[src/rtl/rol_pkg.sv]
// rol_pkg
// Shared definitions for the rotate-left datapath: default widths and the
// command sequencer state encoding. Imported by the sequencer, the barrel
// shifter and their benches.
package rol_pkg;

    localparam int unsigned ROL_WIDTH = 4;
    localparam int unsigned ROL_AMT_W = $clog2(ROL_WIDTH);
    localparam int unsigned ROL_CNT_W = 4;

    // state  | meaning
    // IDLE   | waiting for a command, cmd_ready_o high
    // ROTATE | shifter sees operand/amount, result captured at the edge
    // HOLD   | result beat presented downstream until accepted
    typedef enum logic [1:0] {
        IDLE   = 2'd0,
        ROTATE = 2'd1,
        HOLD   = 2'd2
    } rol_seq_state_e;

endpackage

[src/rtl/rol_rotate_sequencer.sv]
// rol_rotate_sequencer
// Command stage in front of the rotate-left barrel shifter. Accepts a
// (seed, amount, repeat) command, drives the shifter, feeds each result back
// as the next operand and streams every intermediate result downstream,
// flagging the final beat.
// Ports:
//   clk_i, rst_ni              clock, async active-low reset
//   cmd_valid_i / cmd_ready_o  command handshake
//   cmd_data_i                 seed word
//   cmd_amt_i                  rotate-left amount per step
//   cmd_steps_i                beat count minus one
//   sh_a_o / sh_amt_o          operand and amount to the shifter
//   sh_y_i                     shifter result
//   out_valid_o / out_ready_i  result handshake
//   out_data_o / out_last_o    result word, final-beat flag
//   busy_o                     high whenever not IDLE
module rol_rotate_sequencer
    import rol_pkg::*;
#(
    parameter int unsigned WIDTH = ROL_WIDTH,
    parameter int unsigned AMT_W = ROL_AMT_W,
    parameter int unsigned CNT_W = ROL_CNT_W
) (
    input  logic             clk_i,
    input  logic             rst_ni,
    input  logic             cmd_valid_i,
    output logic             cmd_ready_o,
    input  logic [WIDTH-1:0] cmd_data_i,
    input  logic [AMT_W-1:0] cmd_amt_i,
    input  logic [CNT_W-1:0] cmd_steps_i,
    output logic [WIDTH-1:0] sh_a_o,
    output logic [AMT_W-1:0] sh_amt_o,
    input  logic [WIDTH-1:0] sh_y_i,
    output logic             out_valid_o,
    input  logic             out_ready_i,
    output logic [WIDTH-1:0] out_data_o,
    output logic             out_last_o,
    output logic             busy_o
);

    rol_seq_state_e   state_q, state_d;
    logic [WIDTH-1:0] operand_q;
    logic [AMT_W-1:0] amount_q;
    logic [CNT_W-1:0] remaining_q;
    logic [WIDTH-1:0] out_data_q;
    logic             out_last_q;

    always_ff @(posedge clk_i or negedge rst_ni) begin
        if (!rst_ni) begin
            state_q <= IDLE;
        end else begin
            state_q <= state_d;
        end
    end

    always_comb begin
        state_d = state_q;
        case (state_q)
            IDLE:    if (cmd_valid_i) state_d = ROTATE;
            ROTATE:  state_d = HOLD;
            HOLD:    if (out_ready_i) state_d = out_last_q ? IDLE : ROTATE;
            default: state_d = IDLE;
        endcase
    end

    always_comb begin
        cmd_ready_o = (state_q == IDLE);
        busy_o      = (state_q != IDLE);
        out_valid_o = (state_q == HOLD);
    end

    always_ff @(posedge clk_i or negedge rst_ni) begin
        if (!rst_ni) begin
            operand_q   <= '0;
            amount_q    <= '0;
            remaining_q <= '0;
            out_data_q  <= '0;
            out_last_q  <= 1'b0;
        end else begin
            case (state_q)
                IDLE: begin
                    if (cmd_valid_i) begin
                        operand_q   <= cmd_data_i;
                        amount_q    <= cmd_amt_i;
                        remaining_q <= cmd_steps_i;
                    end
                end
                ROTATE: begin
                    out_data_q <= sh_y_i;
                    out_last_q <= (remaining_q == '0);
                end
                HOLD: begin
                    // The accepted result becomes the next operand; amount
                    // stays fixed for the whole command.
                    if (out_ready_i && !out_last_q) begin
                        operand_q <= out_data_q;
                        if (remaining_q != '0) begin
                            remaining_q <= remaining_q - CNT_W'(1);
                        end
                    end
                end
                default: ;
            endcase
        end
    end

    assign sh_a_o     = operand_q;
    assign sh_amt_o   = amount_q;
    assign out_data_o = out_data_q;
    assign out_last_o = out_last_q;

endmodule

[config.mk]
export PLATFORM = sky130hd
export DESIGN_NAME = rol_rotate_sequencer
export DESIGN_NICKNAME = d
export VERILOG_FILES = /design/src/rtl/rol_pkg.sv /design/src/rtl/rol_rotate_sequencer.sv
export SDC_FILE = /design/constraint.sdc
export NUM_CORES = 1
export LEC_CHECK = 0
export CORE_ASPECT_RATIO = 0.7
export CORE_MARGIN = 4
export CORE_UTILIZATION = 47
export CTS_CLUSTER_DIAMETER = 80
export DETAILED_ROUTE_END_ITERATION = 16
export PLACE_DENSITY = 0.82
export SLEW_MARGIN = 10
export SYNTH_ARGS = -nofsm -noshare
export SYNTH_HDL_FRONTEND = slang
export SYNTH_SLANG_ARGS = --single-unit
export TNS_END_PERCENT = 50
[constraint.sdc]
create_clock -name clk_i -period 2.2 [get_ports clk_i]
set_input_delay 0.33 -clock clk_i [delete_from_list [all_inputs] [get_ports clk_i]]
set_output_delay 0.33 -clock clk_i [all_outputs]
set_load 0.05 [all_outputs]
; ---- Word level (Yosys, flattened, before mapping)
; Index checks and enable logic that the tools add are counted.
[totals]
inputBits = 18
out_inout_bits = 14
register_bits = 17
elab_cells = 35
[op_classes]
n_mux = 11
reduce_logical = 11
n_addsub = 1
n_eq_ne = 6
[ops]
columns = op, count
row1 = 4-bit two-way mux, 5
row2 = 4-bit case mux with 2 select lines, 2
row3 = 2-bit by 1-bit inequality test with 1-bit output (second input constant), 3
row4 = 2-bit case mux with 3 select lines, 1
row5 = 4-bit zero test, 1
row6 = 2-bit two-way mux, 2
row7 = 2-bit AND reduction, 2
row8 = 4-bit AND reduction, 1
row9 = 2-bit nonzero test, 2
row10 = 4-bit nonzero test, 1
row11 = 4-bit by 1-bit subtractor with 4-bit output (second input constant), 1
row12 = 3-bit AND reduction, 1
row13 = 2-bit by 1-bit equality test with 1-bit output (second input constant), 1
row14 = 2-bit equality test (second input constant), 1
row15 = 2-bit zero test, 1
row16 = 2-bit inequality test (second input constant), 1
row17 = 1-bit logical AND, 1
row18 = 1-bit zero test, 1
row19 = 1-bit two-way mux, 1

; ---- Longest topological paths before layout
[logic_depth]
ltp_word = 4
depth_mapped = 5
depth_no_buf = 5

; ---- Worst setup path before layout
; Ideal clock, no wire load.
[synth_path]
path_kind = register -> register
from = register state_q[1]
to = register remaining_q[0]
setup_time_ps = 139
period_less_slack_ps = 1604
slack_ps = 596
path_stages_with_launch = 5
path_buffers = 0
t_arrival_ps = 1465
cell_sequence = dfrtp_1 -> or2_1 -> inv_1 -> nand4_1 -> o311ai_1
[synth_between]
elab_chain_cells = 3
[synth_lines]
columns = item, line
row1 = "start, declared", rol_rotate_sequencer.sv:41  ; rol_seq_state_e state_q, state_d;
row2 = "start signal, assigned", rol_rotate_sequencer.sv:52  ; state_q <= state_d;
row3 = 2-bit zero test *, --
row4 = net cmd_ready_o, rol_rotate_sequencer.sv:27  ; output logic cmd_ready_o,
row5 = 2-bit inequality test (no source line) / 2-bit nonzero test (equally long branches), --
row6 = 4-bit AND reduction (no source line), --
row7 = "end signal, assigned", rol_rotate_sequencer.sv:85  ; remaining_q <= cmd_steps_i;
row8 = "end signal, assigned", rol_rotate_sequencer.sv:98  ; remaining_q <= remaining_q - CNT_W'(1);
row9 = "end, declared", rol_rotate_sequencer.sv:44  ; logic [CNT_W-1:0] remaining_q;
; The timed path passes the listed nets; every way through them passes the cells marked *.
; A chain may end at the register's enable or synchronous reset.

; ---- Worst setup path in the final report
[layout_path]
from = register state_q[0]
to = output busy_o
[layout_between]
elab_chain_cells = 1
[layout_lines]
columns = item, line
row1 = 2-bit nonzero test, rol_rotate_sequencer.sv:68  ; busy_o = (state_q != IDLE);
row2 = "end, declared", rol_rotate_sequencer.sv:38  ; output logic busy_o
; No other way between the ends.

==> impl_metrics.py <==
metrics = {
    "yosys": {
        "synth_top_area_share_pct": 47.6,
        "netlist_area_um2": 893,
        "synth_nets": 92,
        "yosysTopAreaCell": "dfrtp_1",
        "ys_seq_area_share_pct": 47.6,
        "ys_ff_latch": 17,
        "yosysWarnings": 0,
        "ys_types": 32,
        "avgSynthCellArea_um2": 12.2,
        "yosys-top-cells-area": "dfrtp_1, mux2_2, mux2i_1",
        "synthCells": 73,
    },
    "grt": {
        "grt_pass1_wl_mm": 3.18,
        "antenna_found_initial": 0,
        "grt_pass1_vias": 666,
        "grt_max_degree": 18,
        "gr-usage-all-layers_pct": 16.5,
        "overflow": 0,
    },
    "routing": {
        "routed_wl_mm": 2.05,
        "dr.pass1.iters": 4,
        "postRouteAntennaNets": 0,
        "vias_per_cell": 5.49,
        "vias": 686,
        "drtIter0Drc": 21,
        "wl_per_cell_um": 16.4,
        "drc": 0,
    },
    "setup_path": {
        "crit_path_cell_trace": "or2_1 -> clkdlybuf4s50_1",
        "rr_worst_depth": 5,
        "cp.arrival_ns": 1.71,
        "crit_type": "reg -> out",
        "crit_family": "buffers and inverters",
        "crit_fanout": 8,
        "cp.required_ns": 1.87,
        "cp-endpoint": "busy_o",
        "critPathCaptureType": "output pin",
        "r2r-end": "remaining_q[1]",
        "crit-reg2reg-launch": "remaining_q[1]",
        "slowest_stage": "clkdlybuf4s50_1",
        "critPathBufInv": 1,
        "crit_cells": 2,
        "cp-startpoint": "state_q[0]",
        "r2r_slack_ns": 0.48,
        "critPathMaxStageDelay_ns": 0.70,
        "start_kind": "flip-flop",
    },
    "placement": {
        "globalplace.congestion": 0.801,
        "dpl.cell_count": 121,
        "dpl_worst_slack_ns": 0.435,
        "hpwlAfterDp_mm": 1.52,
        "port_buffers": 31,
        "place_area_um2": 1200,
    },
    "clock_tree": {
        "numCtsBuffers": 3,
        "cts_tree": "built",
        "clockRootBuffer": "clkbuf_4",
        "h-tree-depth": 1,
        "postCtsSetupRepairBufs": 0,
        "clkSinkCount": 17,
        "cts_buffer_depth": 2,
        "ctsHoldBuffers": 0,
        "path_clk_slew_ns": 0.11,
        "insertion_delay_ns": 0.30,
        "ctsResizeCount": 0,
    },
    "timing": {
        "setup_slack_ns": 0.162,
        "fin_crit_ns": 2.04,
        "final-hold-violation-count": 0,
        "slew_headroom_pct": 57.6,
        "fin_skew_ns": 0.00673,
        "rsz0062_at_grt": "no",
        "fin_setup_tns_ns": 0,
        "slew_violations": 0,
        "setup_viol": 0,
        "worstMarginPinSlew_ns": 0.634,
        "clock.fmax_ghz": 0.491,
        "holdWs_ns": 0.345,
        "finalCritPeriodShare_pct": 92.6,
    },
    "die": {
        "die_h_um": 44.5,
        "core_area_um2": 1680,
        "fp.dieW_um": 60.1,
        "row_count": 12,
        "pin_count": 32,
        "initial_core_util_pct": 53.1,
        "dieArea_um2": 2670,
    },
    "finish": {
        "final_common_cell": "clkdlybuf4s50_1",
        "fillCellCount": 123,
        "final_cell_area_um2": 1220,
        "fin_util_pct": 72.7,
        "drive_gt1_share_pct": 26.0,
        "final_cell_mix": "clkdlybuf4s50_1, dfrtp_1, inv_1, mux2_2",
        "area_delta_synth_final_pct": 36.8,
        "nets": 124,
        "diodes": 0,
        "layout.cells.non_filler": 125,
    },
    "pwr": {
        "p_total_mw": 2.14,
        "cellLeakagePower_nw": 0.524,
        "p_per_area_nw_per_um2": 1750,
        "ir_drop_mv": 1.10,
    },
    "run_status": {
        "status": "finished, final reports clean",
    },
    "min_path": {
        "hold_path_class": "in -> async",
    },
    "flow_run": {
        "cap_violations": 0,
    },
}
-- synth_stat cells --
| master | number |
|---|---|
| inv_2 | 2 |
| nor2b_1 | 1 |
| buf_6 | 2 |
| a2bb2oi_2 | 1 |
| and2_4 | 1 |
| nor3_1 | 1 |
| mux2_4 | 2 |
| or3b_2 | 1 |
| o21bai_1 | 1 |
| mux2i_1 | 4 |
| o21ai_2 | 4 |
| nand4_1 | 1 |
| o22ai_2 | 3 |
| dfrtp_1 | 17 |
| clkbuf_1 | 1 |
| nand2b_1 | 1 |
| o311ai_1 | 1 |
| a21oi_1 | 1 |
| o211ai_1 | 1 |
| nor3b_1 | 2 |
| mux2_2 | 5 |
| ha_1 | 1 |
| a2bb2oi_1 | 1 |
| and4bb_2 | 1 |
| a32oi_1 | 1 |
| nand3_1 | 4 |
| a22oi_1 | 2 |
| buf_2 | 2 |
| nand4bb_1 | 1 |
| or2_1 | 1 |
| inv_1 | 5 |
| or3b_4 | 1 |
-- area by class of cell --
type | instances | area (µm²) | area share (%)
timing repair buffer | 32 | 313 | 25.6
sequential | 17 | 425 | 34.8
clock buffer | 4 | 26.3 | 2.15
multi-input combinational | 44 | 405 | 33.2
inverter | 7 | 26.3 | 2.15
tap | 21 | 26.3 | 2.15
-- worst register-to-register path, stage by stage, from the launching register on --
cell and delay, ns:
dfrtp_1 0.40, inv_1 0.09, ha_1 0.19, nor3b_1 0.55, a2bb2oi_1 0.27, o22ai_2 0.10
-- worst min-delay path by stage --
stage	end	slack, ns	depth (start not counted)
6_report	sh_amt_o[1]	0.34	2
5_1_grt	remaining_q[1]	0.34	2
4_1_cts	remaining_q[0]	0.35	2
3_5_place_dp	sh_amt_o[0]	0.50	1
3_3_place_gp	sh_amt_o[0]	0.50	1
2_1_floorplan	out_data_o[0]	0.03	0
-- per-layer routing --
metal,part of all wire [%],routed length (µm),track usage [%],vias to the layer above
li1,-,-,-,327
met1,41,839,19.8,327
met2,50,1020,28.0,30
met3,8.9,182,7.00,2
met4,0.49,10,2.65,0
met5,0,0,0,-
-- flip-flops by register name (all words and copies together), names as in the netlist --
signal and count:
out_data_o 4, remaining_q 4, sh_a_o 4, sh_amt_o 2
state_q 2, out_last_o 1
-- report_power, final --
group          internal (mW)  leakage, nW  switching (mW)
logic                  0.549        0.302           0.825
clock network         0.0706       0.0150           0.106
registers              0.466        0.208           0.125
total                   1.09        0.524            1.06
-- cell families (layout without fill, tap and decap cells) --
family | after synthesis | count (layout) | synth area share (%)
AOI/OAI and AO/OA | 16 | 16 | 16.7
buffers and inverters | 12 | 43 | 7.00
and+or+nand+nor | 16 | 16 | 13.2
muxes | 11 | 11 | 14.1
DFF | 17 | 17 | 47.6
adders and majority gates | 1 | 1 | 1.40
No activity file was read; power rests on OpenSTA's default activity.
